### src/rtl/ps2_kbd_tx.sv
// PS/2 keyboard (device-side) transmitter: 4-deep scan-code FIFO feeding an 11-bit frame serialiser.
// Optional macro PS2_TX_BREAK_EN: a byte offered with in_release = 1 is queued as 0xF0 then the code.
module ps2_kbd_tx #(
    parameter int unsigned HALF_PERIOD = 50,
    parameter int unsigned IDLE_GAP    = 100
) (
    input  logic       clk,
    input  logic       rst,
    input  logic       in_valid,
    input  logic [7:0] in_code,
    input  logic       in_release,
    output logic       in_ready,
    output logic       ps2_clk,
    output logic       ps2_data,
    output logic       busy,
    output logic [7:0] frames_sent
);

    localparam logic [1:0] S_IDLE = 2'd0;
    localparam logic [1:0] S_HI   = 2'd1;
    localparam logic [1:0] S_LO   = 2'd2;
    localparam logic [1:0] S_GAP  = 2'd3;

    localparam logic [7:0] HP_LOAD  = 8'(HALF_PERIOD - 1);
    localparam logic [7:0] GAP_LOAD = 8'(IDLE_GAP - 1);

    logic [7:0]  mem [4];
    logic [1:0]  wr_ptr_q, wr_ptr_d;
    logic [1:0]  rd_ptr_q, rd_ptr_d;
    logic [2:0]  level_q, level_d;

    logic [1:0]  state_q, state_d;
    logic [7:0]  cnt_q, cnt_d;
    logic [3:0]  bit_q, bit_d;
    logic [10:0] frame_q, frame_d;
    logic        ps2_clk_q, ps2_clk_d;
    logic        ps2_data_q, ps2_data_d;
    logic [7:0]  sent_q, sent_d;

    logic        push_two;
    logic        accept;
    logic [2:0]  push_n;
    logic        pop;
    logic [7:0]  head;
    logic [10:0] load_frame;

`ifdef PS2_TX_BREAK_EN
    assign push_two = in_release;
`else
    logic unused_release;
    assign unused_release = in_release;
    assign push_two       = 1'b0;
`endif

    // Readiness looks only at the current level, never at a same-cycle pop.
    assign in_ready = push_two ? (level_q <= 3'd2) : (level_q <= 3'd3);
    assign accept   = in_valid && in_ready;
    assign push_n   = accept ? (push_two ? 3'd2 : 3'd1) : 3'd0;

    // A waiting byte is popped from IDLE, or on the last gap cycle so the idle gap is exact.
    assign pop = (level_q != 3'd0) &&
                 ((state_q == S_IDLE) || ((state_q == S_GAP) && (cnt_q == 8'd0)));

    assign head       = mem[rd_ptr_q];
    assign load_frame = {1'b1, ~^head, head, 1'b0};

    always_comb begin
        wr_ptr_d = wr_ptr_q + push_n[1:0];
        rd_ptr_d = rd_ptr_q + {1'b0, pop};
        level_d  = level_q + push_n - {2'b00, pop};
    end

    always_comb begin
        state_d    = state_q;
        cnt_d      = cnt_q;
        bit_d      = bit_q;
        frame_d    = frame_q;
        ps2_clk_d  = ps2_clk_q;
        ps2_data_d = ps2_data_q;
        sent_d     = sent_q;
        case (state_q)
            S_IDLE: begin
                if (pop) begin
                    state_d    = S_HI;
                    cnt_d      = HP_LOAD;
                    bit_d      = 4'd0;
                    frame_d    = load_frame;
                    ps2_clk_d  = 1'b1;
                    ps2_data_d = load_frame[0];
                end
            end
            S_HI: begin
                if (cnt_q == 8'd0) begin
                    state_d   = S_LO;
                    cnt_d     = HP_LOAD;
                    ps2_clk_d = 1'b0;
                end else begin
                    cnt_d = cnt_q - 8'd1;
                end
            end
            S_LO: begin
                if (cnt_q == 8'd0) begin
                    ps2_clk_d = 1'b1;
                    if (bit_q == 4'd10) begin
                        state_d    = S_GAP;
                        cnt_d      = GAP_LOAD;
                        ps2_data_d = 1'b1;
                        sent_d     = sent_q + 8'd1;
                    end else begin
                        state_d    = S_HI;
                        cnt_d      = HP_LOAD;
                        bit_d      = bit_q + 4'd1;
                        frame_d    = {1'b0, frame_q[10:1]};
                        ps2_data_d = frame_q[1];
                    end
                end else begin
                    cnt_d = cnt_q - 8'd1;
                end
            end
            S_GAP: begin
                if (cnt_q == 8'd0) begin
                    if (pop) begin
                        state_d    = S_HI;
                        cnt_d      = HP_LOAD;
                        bit_d      = 4'd0;
                        frame_d    = load_frame;
                        ps2_data_d = load_frame[0];
                    end else begin
                        state_d = S_IDLE;
                    end
                end else begin
                    cnt_d = cnt_q - 8'd1;
                end
            end
            default: state_d = S_IDLE;
        endcase
    end

    always_ff @(posedge clk or negedge rst) begin
        if (!rst) begin
            wr_ptr_q   <= 2'd0;
            rd_ptr_q   <= 2'd0;
            level_q    <= 3'd0;
            state_q    <= S_IDLE;
            cnt_q      <= 8'd0;
            bit_q      <= 4'd0;
            frame_q    <= 11'h7FF;
            ps2_clk_q  <= 1'b1;
            ps2_data_q <= 1'b1;
            sent_q     <= 8'd0;
        end else begin
            wr_ptr_q   <= wr_ptr_d;
            rd_ptr_q   <= rd_ptr_d;
            level_q    <= level_d;
            state_q    <= state_d;
            cnt_q      <= cnt_d;
            bit_q      <= bit_d;
            frame_q    <= frame_d;
            ps2_clk_q  <= ps2_clk_d;
            ps2_data_q <= ps2_data_d;
            sent_q     <= sent_d;
        end
    end

    always_ff @(posedge clk) begin
        if (accept) begin
            if (push_two) begin
                mem[wr_ptr_q]        <= 8'hF0;
                mem[wr_ptr_q + 2'd1] <= in_code;
            end else begin
                mem[wr_ptr_q] <= in_code;
            end
        end
    end

    assign ps2_clk     = ps2_clk_q;
    assign ps2_data    = ps2_data_q;
    assign busy        = (state_q != S_IDLE) || (level_q != 3'd0);
    assign frames_sent = sent_q;

endmodule

### config.mk
export PLATFORM = sky130hd
export DESIGN_NAME = ps2_kbd_tx
export DESIGN_NICKNAME = d
export VERILOG_FILES = /design/src/rtl/ps2_kbd_tx.sv
export SDC_FILE = /design/constraint.sdc
export NUM_CORES = 1
export LEC_CHECK = 0
export BUFFER_PORTS_ARGS = -buffer_cell sky130_fd_sc_hd__buf_4
export CAP_MARGIN = 10
export CORE_MARGIN = 1.5
export CORE_UTILIZATION = 60
export DETAILED_ROUTE_END_ITERATION = 7
export PLACE_DENSITY = 0.88
export RECOVER_POWER = 100
export SLEW_MARGIN = 20
export SYNTH_ARGS = -nofsm -noshare
export SYNTH_HDL_FRONTEND = slang
export SYNTH_SLANG_ARGS = --single-unit
export TNS_END_PERCENT = 30
### constraint.sdc
create_clock -name clk -period 3 [get_ports clk]
set_clock_uncertainty 0.1 [all_clocks]
set_input_delay 0.3 -clock clk [delete_from_list [all_inputs] [get_ports clk]]
set_output_delay 0.3 -clock clk [all_outputs]
set_load 0.01 [all_outputs]
**Word level (Yosys, flattened, before mapping)**

Memory sizes are Yosys's and may differ from the RTL's.
Index checks and enable logic that the tools add are counted.

- Add/subtract/negate cells: 7
- Magnitude comparators: 1
- Equal/unequal tests: 9
- Mux-type cells: 35
- Reduce and logical (&&, ||, !) cells: 17

Operator list:

| kind | count |
|---|---|
| $mux 11 | 4 |
| $pmux 11 s3 | 1 |
| $mux 8 | 4 |
| $pmux 8 s4 | 1 |
| $mux 4 | 4 |
| $pmux 4 s3 | 1 |
| $reduce_and 4->1 | 3 |
| $mux 1 | 11 |
| $mux 2 | 5 |
| $reduce_bool 3->1 | 3 |
| $add 8x1->8 const B | 1 |
| $logic_not 8->1 | 1 |
| $ne 2x2->1 const B | 4 |
| $pmux 2 s4 | 1 |
| $reduce_xnor 8->1 | 1 |
| $sub 8x1->8 const B | 1 |
| $mux 7 | 1 |
| $pmux 1 s3 | 2 |
| $reduce_and 3->1 | 2 |
| $add 2x1->2 | 2 |
| $add 4x1->4 const B | 1 |
| $eq 2x2->1 const B | 2 |
| $eq 4x4->1 const B | 1 |
| $add 3x1->3 | 1 |
| 8 further kinds | 11 |

- Register bits: 42
- RAM bits: 32
- Input port bits: 12
- Output and inout bits: 12
- Word-level logic and storage cells: 80
- Memories: 1

Memory list:

| memory | words | bits a word | rd ports | clocked after memory_dff | wr ports | line | source |
|---|---|---|---|---|---|---|---|
| mem | 4 | 8 | 1 | 0 | 1 | 27 | `logic [7:0] mem [4];` |

**Longest topological paths before layout**

- Word-level depth: 7
- Mapped depth: 10
- Depth with buffers taken out: 10

**Least setup slack after synthesis**

OpenSTA, ideal clock, no wires.

- Path type: register -> register
- Start point: reg cnt_q[0]
- End point: reg level_q[2]
- Library setup time: 122 ps
- Arrival time: 2291 ps
- Data required time: 2778 ps
- Path slack: 488 ps
- Stages on the path, launching flop included: 11
- Path buffers: 0
- Clock period less this slack: 2512 ps
- Path through: dfrtp_1 > inv_1 > ha_1 > nor3b_2 > nand4_1 > a21oi_2 > ha_1 > inv_1 > ha_1 > fa_1 > xor2_1

- Longest elaborated chain between the ends: 5

RTL lines:

| element | line | source |
|---|---|---|
| start, declared | 33 | `logic [7:0] cnt_q, cnt_d;` |
| start signal, assigned | 156 | `cnt_q <= cnt_d;` |
| $logic_not 8->1 | 62 | `((state_q == S_IDLE) \|\| ((state_q == S_GAP) && (cnt_q == 8'd0)));` |
| $logic_and 1x1->1 | 62 |  |
| $logic_or 1x1->1 | 62 |  |
| $logic_and 1x1->1 | 61 | `assign pop = (level_q != 3'd0) &&` |
| $sub 3x1->3 | 70 | `level_d = level_q + push_n - {2'b00, pop};` |
| via level_d[2] | 30 | `logic [2:0] level_q, level_d;` |
| end signal, assigned | 154 | `level_q <= level_d;` |
| end, declared | 30 |  |

The timed path passes the listed nets, and every way through them passes these cells.
A chain may end at the register's enable or synchronous reset.

**Final worst setup path**

Ends and elaborated chain as after synthesis.

==> flow_summary.ini <==
[floorplan]
num_rows = 27
ios = 24
initial_utilization_pct = 61.87
die_h_um = 78.36
fp.dieW_um = 78.36
core_area_um2 = 5507
die_area_um2 = 6140

[clocking]
cts_setup_buffers = 0
cts.clk_slew.worst_paths_ns = 0.08
holdBufCountCts = 1
clk_latency_ns = 0.34
numCtsBuffers = 9
htree_levels = 3
cts.path.max_buffers = 2
cts-root-buf = clkbuf_8
cts_resized = 0
numClockSinks = 73
cts_tree = yes

[critical_path]
critPathRequiredTime_ns = 3.13
critPathArrivalTime_ns = 2.71
critical-path-max-stage-delay_ns = 0.44
end_kind = register
worstPathMaxFanout = 6
worst-setup-path-type = register to register
crit_chain = inv_1 > ha_1 > nor3b_1 > nand4_1 > a21oi_1 > ha_1 > inv_1 > ha_1 > fa_1 > xor2_1
start_kind = register
crit_buf_inv = 2
path_common_cell = ha_1
crit_family = adder cells
crit_slowest_cell = dfrtp_1

[cells_and_area]
antenna_cells = 0
drive_gt1_share_pct = 13.92
fin_nets = 325
fin_cells = 381
final_area_um2 = 3731
area_growth_pct = 9.512
final_cell_mix = 32 x nand2_1, 32 x edfxtp_1, 29 x dfrtp_1, 27 x nor2_1, 22 x clkbuf_1
fillerInstances = 417

[power_and_ir_drop]
ir_drop_v = 0.0004089
switching_share_pct = 25.75
powerDensity_nw_per_um2 = 626.0
pwr-share-comb_pct = 12.0
seq_power_share_pct = 52.1
p_clk_share_pct = 35.9
p_int_w = 0.001734
p_sw_w = 0.0006014
power.leakage_nw = 1.465

[status]
outcome = finished, final reports clean

[sta]
setup_viol = 0
timing.hold.ws_ns = 0.1100
tightest_slew_ns = 1.005
final_hold_viol_count = 0
min_period_over_period_pct = 85.98
maxSlewHeadroom_pct = 32.97
period_needed_ns = 2.580
rsz0062_at_grt = false
fmax_mhz = 387.7
maxSlewViolCount = 0
fin_setup_tns_ns = 0

[synth]
synth-seq-cells = 73
synth.distinct_cells = 50
seq_area_frac_synth_pct = 58.76
synth_area_leaders = edfxtp_1 28%, dfrtp_1 21%, dfstp_2 9.3%
synth_warnings = 0
ys.flop_type = edfxtp_1
synth_nets = 300
synth_area_per_cell_um2 = 12.21
synth_area_um2 = 3407
synth_top_area_share_pct = 28.20
synthesis.instances = 279
yosys.area.top_type = edfxtp_1
synthArstFlopShare_pct = 56.16
synth_edf_count = 32

[detailed_routing]
wl_um = 5917
drc_errors = 0
drt_first_pass_iters = 4
vias_per_cell = 5.745
drt_iter0_drc = 153
via_count = 2189
ant_nets = 0
wl_per_cell_um = 15.53

[placement]
gp_congestion = 0.8561
dp_cells = 364
placed_area_um2 = 3611
dp_hpwl_um = 3874
portBuffers = 22

[job]
maxCapViolations = 0

[grt]
grt_usage_pct = 22.30
grt_overflow = 0
grt_first_pass_wirelength_um = 10310
antenna_found_initial = 0
grt_start_max_net_pins = 42
grt_pass1_vias = 2178

[hold_path]
hold_path.class = primary input to register
path summary, 6_finish.rpt:
kind	from	to	slack (ns)	cells past startpoint
max	cnt_q[0]	level_q[2]	0.42	10
min	in_code[5]	mem[1][5]	0.11	1
max reg2reg	cnt_q[0]	level_q[2]	0.42	10
min reg2reg	frames_sent[7]	frames_sent[7]	0.37	1
max in group asynchronous	rst	state_q[0]	1.63	2
min in group asynchronous	rst	cnt_q[1]	0.56	2
kinds of logic (layout without fill, tap and decap cells):
kind of cell,Yosys count,after routing,synth area share (%)
and+or+nand+nor,93,93,13.48
buffers and inverters,25,55,3.929
DFF,73,73,58.76
adders and majority gates,9,9,3.526
xor gates and xnor gates,18,18,4.627
AOI/OAI and AO/OA,52,52,10.06
muxes,9,9,5.619
cells in the mapped netlist (all sizes together), types with 2 or more instances:
library cell and count:
a221o 3, o21ai 16, xnor2 12, nand4 4, a31oi 11, mux4 8
a21oi 10, edfxtp 32, o22a 2, dfrtp 29, buf 9, inv 10
nand2 32, and3 3, nor3b 3, nor3 7, o31ai 4, clkbuf 6
nor2 27, nand2b 2, or3 5, xor2 6, dfstp 12, ha 8
nand3 2
sequential cells by signal (all words and copies together), names as in the netlist:
name	count
bit_q	4
cnt_q	8
frame_q	10
frames_sent	8
level_q	3
mem	32
ps2_clk	1
ps2_data	1
rd_ptr_q	2
state_q	2
wr_ptr_q	2
power groups by stage:
stage	clock [W]	sequential (W)	combinational, W
6_report	0.000839	0.00122	0.000281
5_1_grt	0.000902	0.00123	0.000317
2_1_floorplan	0	0.00121	0.000206
4_1_cts	0.000858	0.00121	0.000309
3_5_place_dp	0	0.00123	0.000306
3_3_place_gp	0	0.00122	0.000289
per-stage QoR:
step / total power, W / setup slack [ns] / utilization [%]
after floorplan: 0.001421 / 0.4875 / -
after global placement: 0.001511 / 0.6154 / 65.58
after detailed placement: 0.001540 / 0.5600 / 65.58
after CTS: 0.002381 / 0.5441 / 69.73
after global routing: 0.002445 / 0.2751 / 67.76
final: 0.002336 / 0.4205 / 67.76
worst register-to-register path, delay by kind of cell (launching register included):
kind            cells  cell delay, ns
simple gates        2            0.43
xor+xnor            1            0.17
compound gates      1            0.29
fa+ha+maj           4            0.90
flops               1            0.44
buf+inv             2            0.13
metal layers:
layer	share of wire [%]	track usage, %	routed length [µm]
met3	4.2	6.512	247
met5	0	0	0
met4	1.7	8.393	100
met1	45	28.81	2635
met2	50	35.91	2933
final cells by class:
cell class,instances,area [µm²],area share (%)
Inverter,10,37.54,1.006
Timing Repair Buffer,29,135.1,3.622
Tap cell,72,90.09,2.414
Sequential cell,73,2002,53.66
Clock inverter,7,95.09,2.549
Clock buffer,9,123.9,3.320
Multi-Input combinational cell,181,1247,33.43
Note: power is estimated with default switching activity, not from simulation.
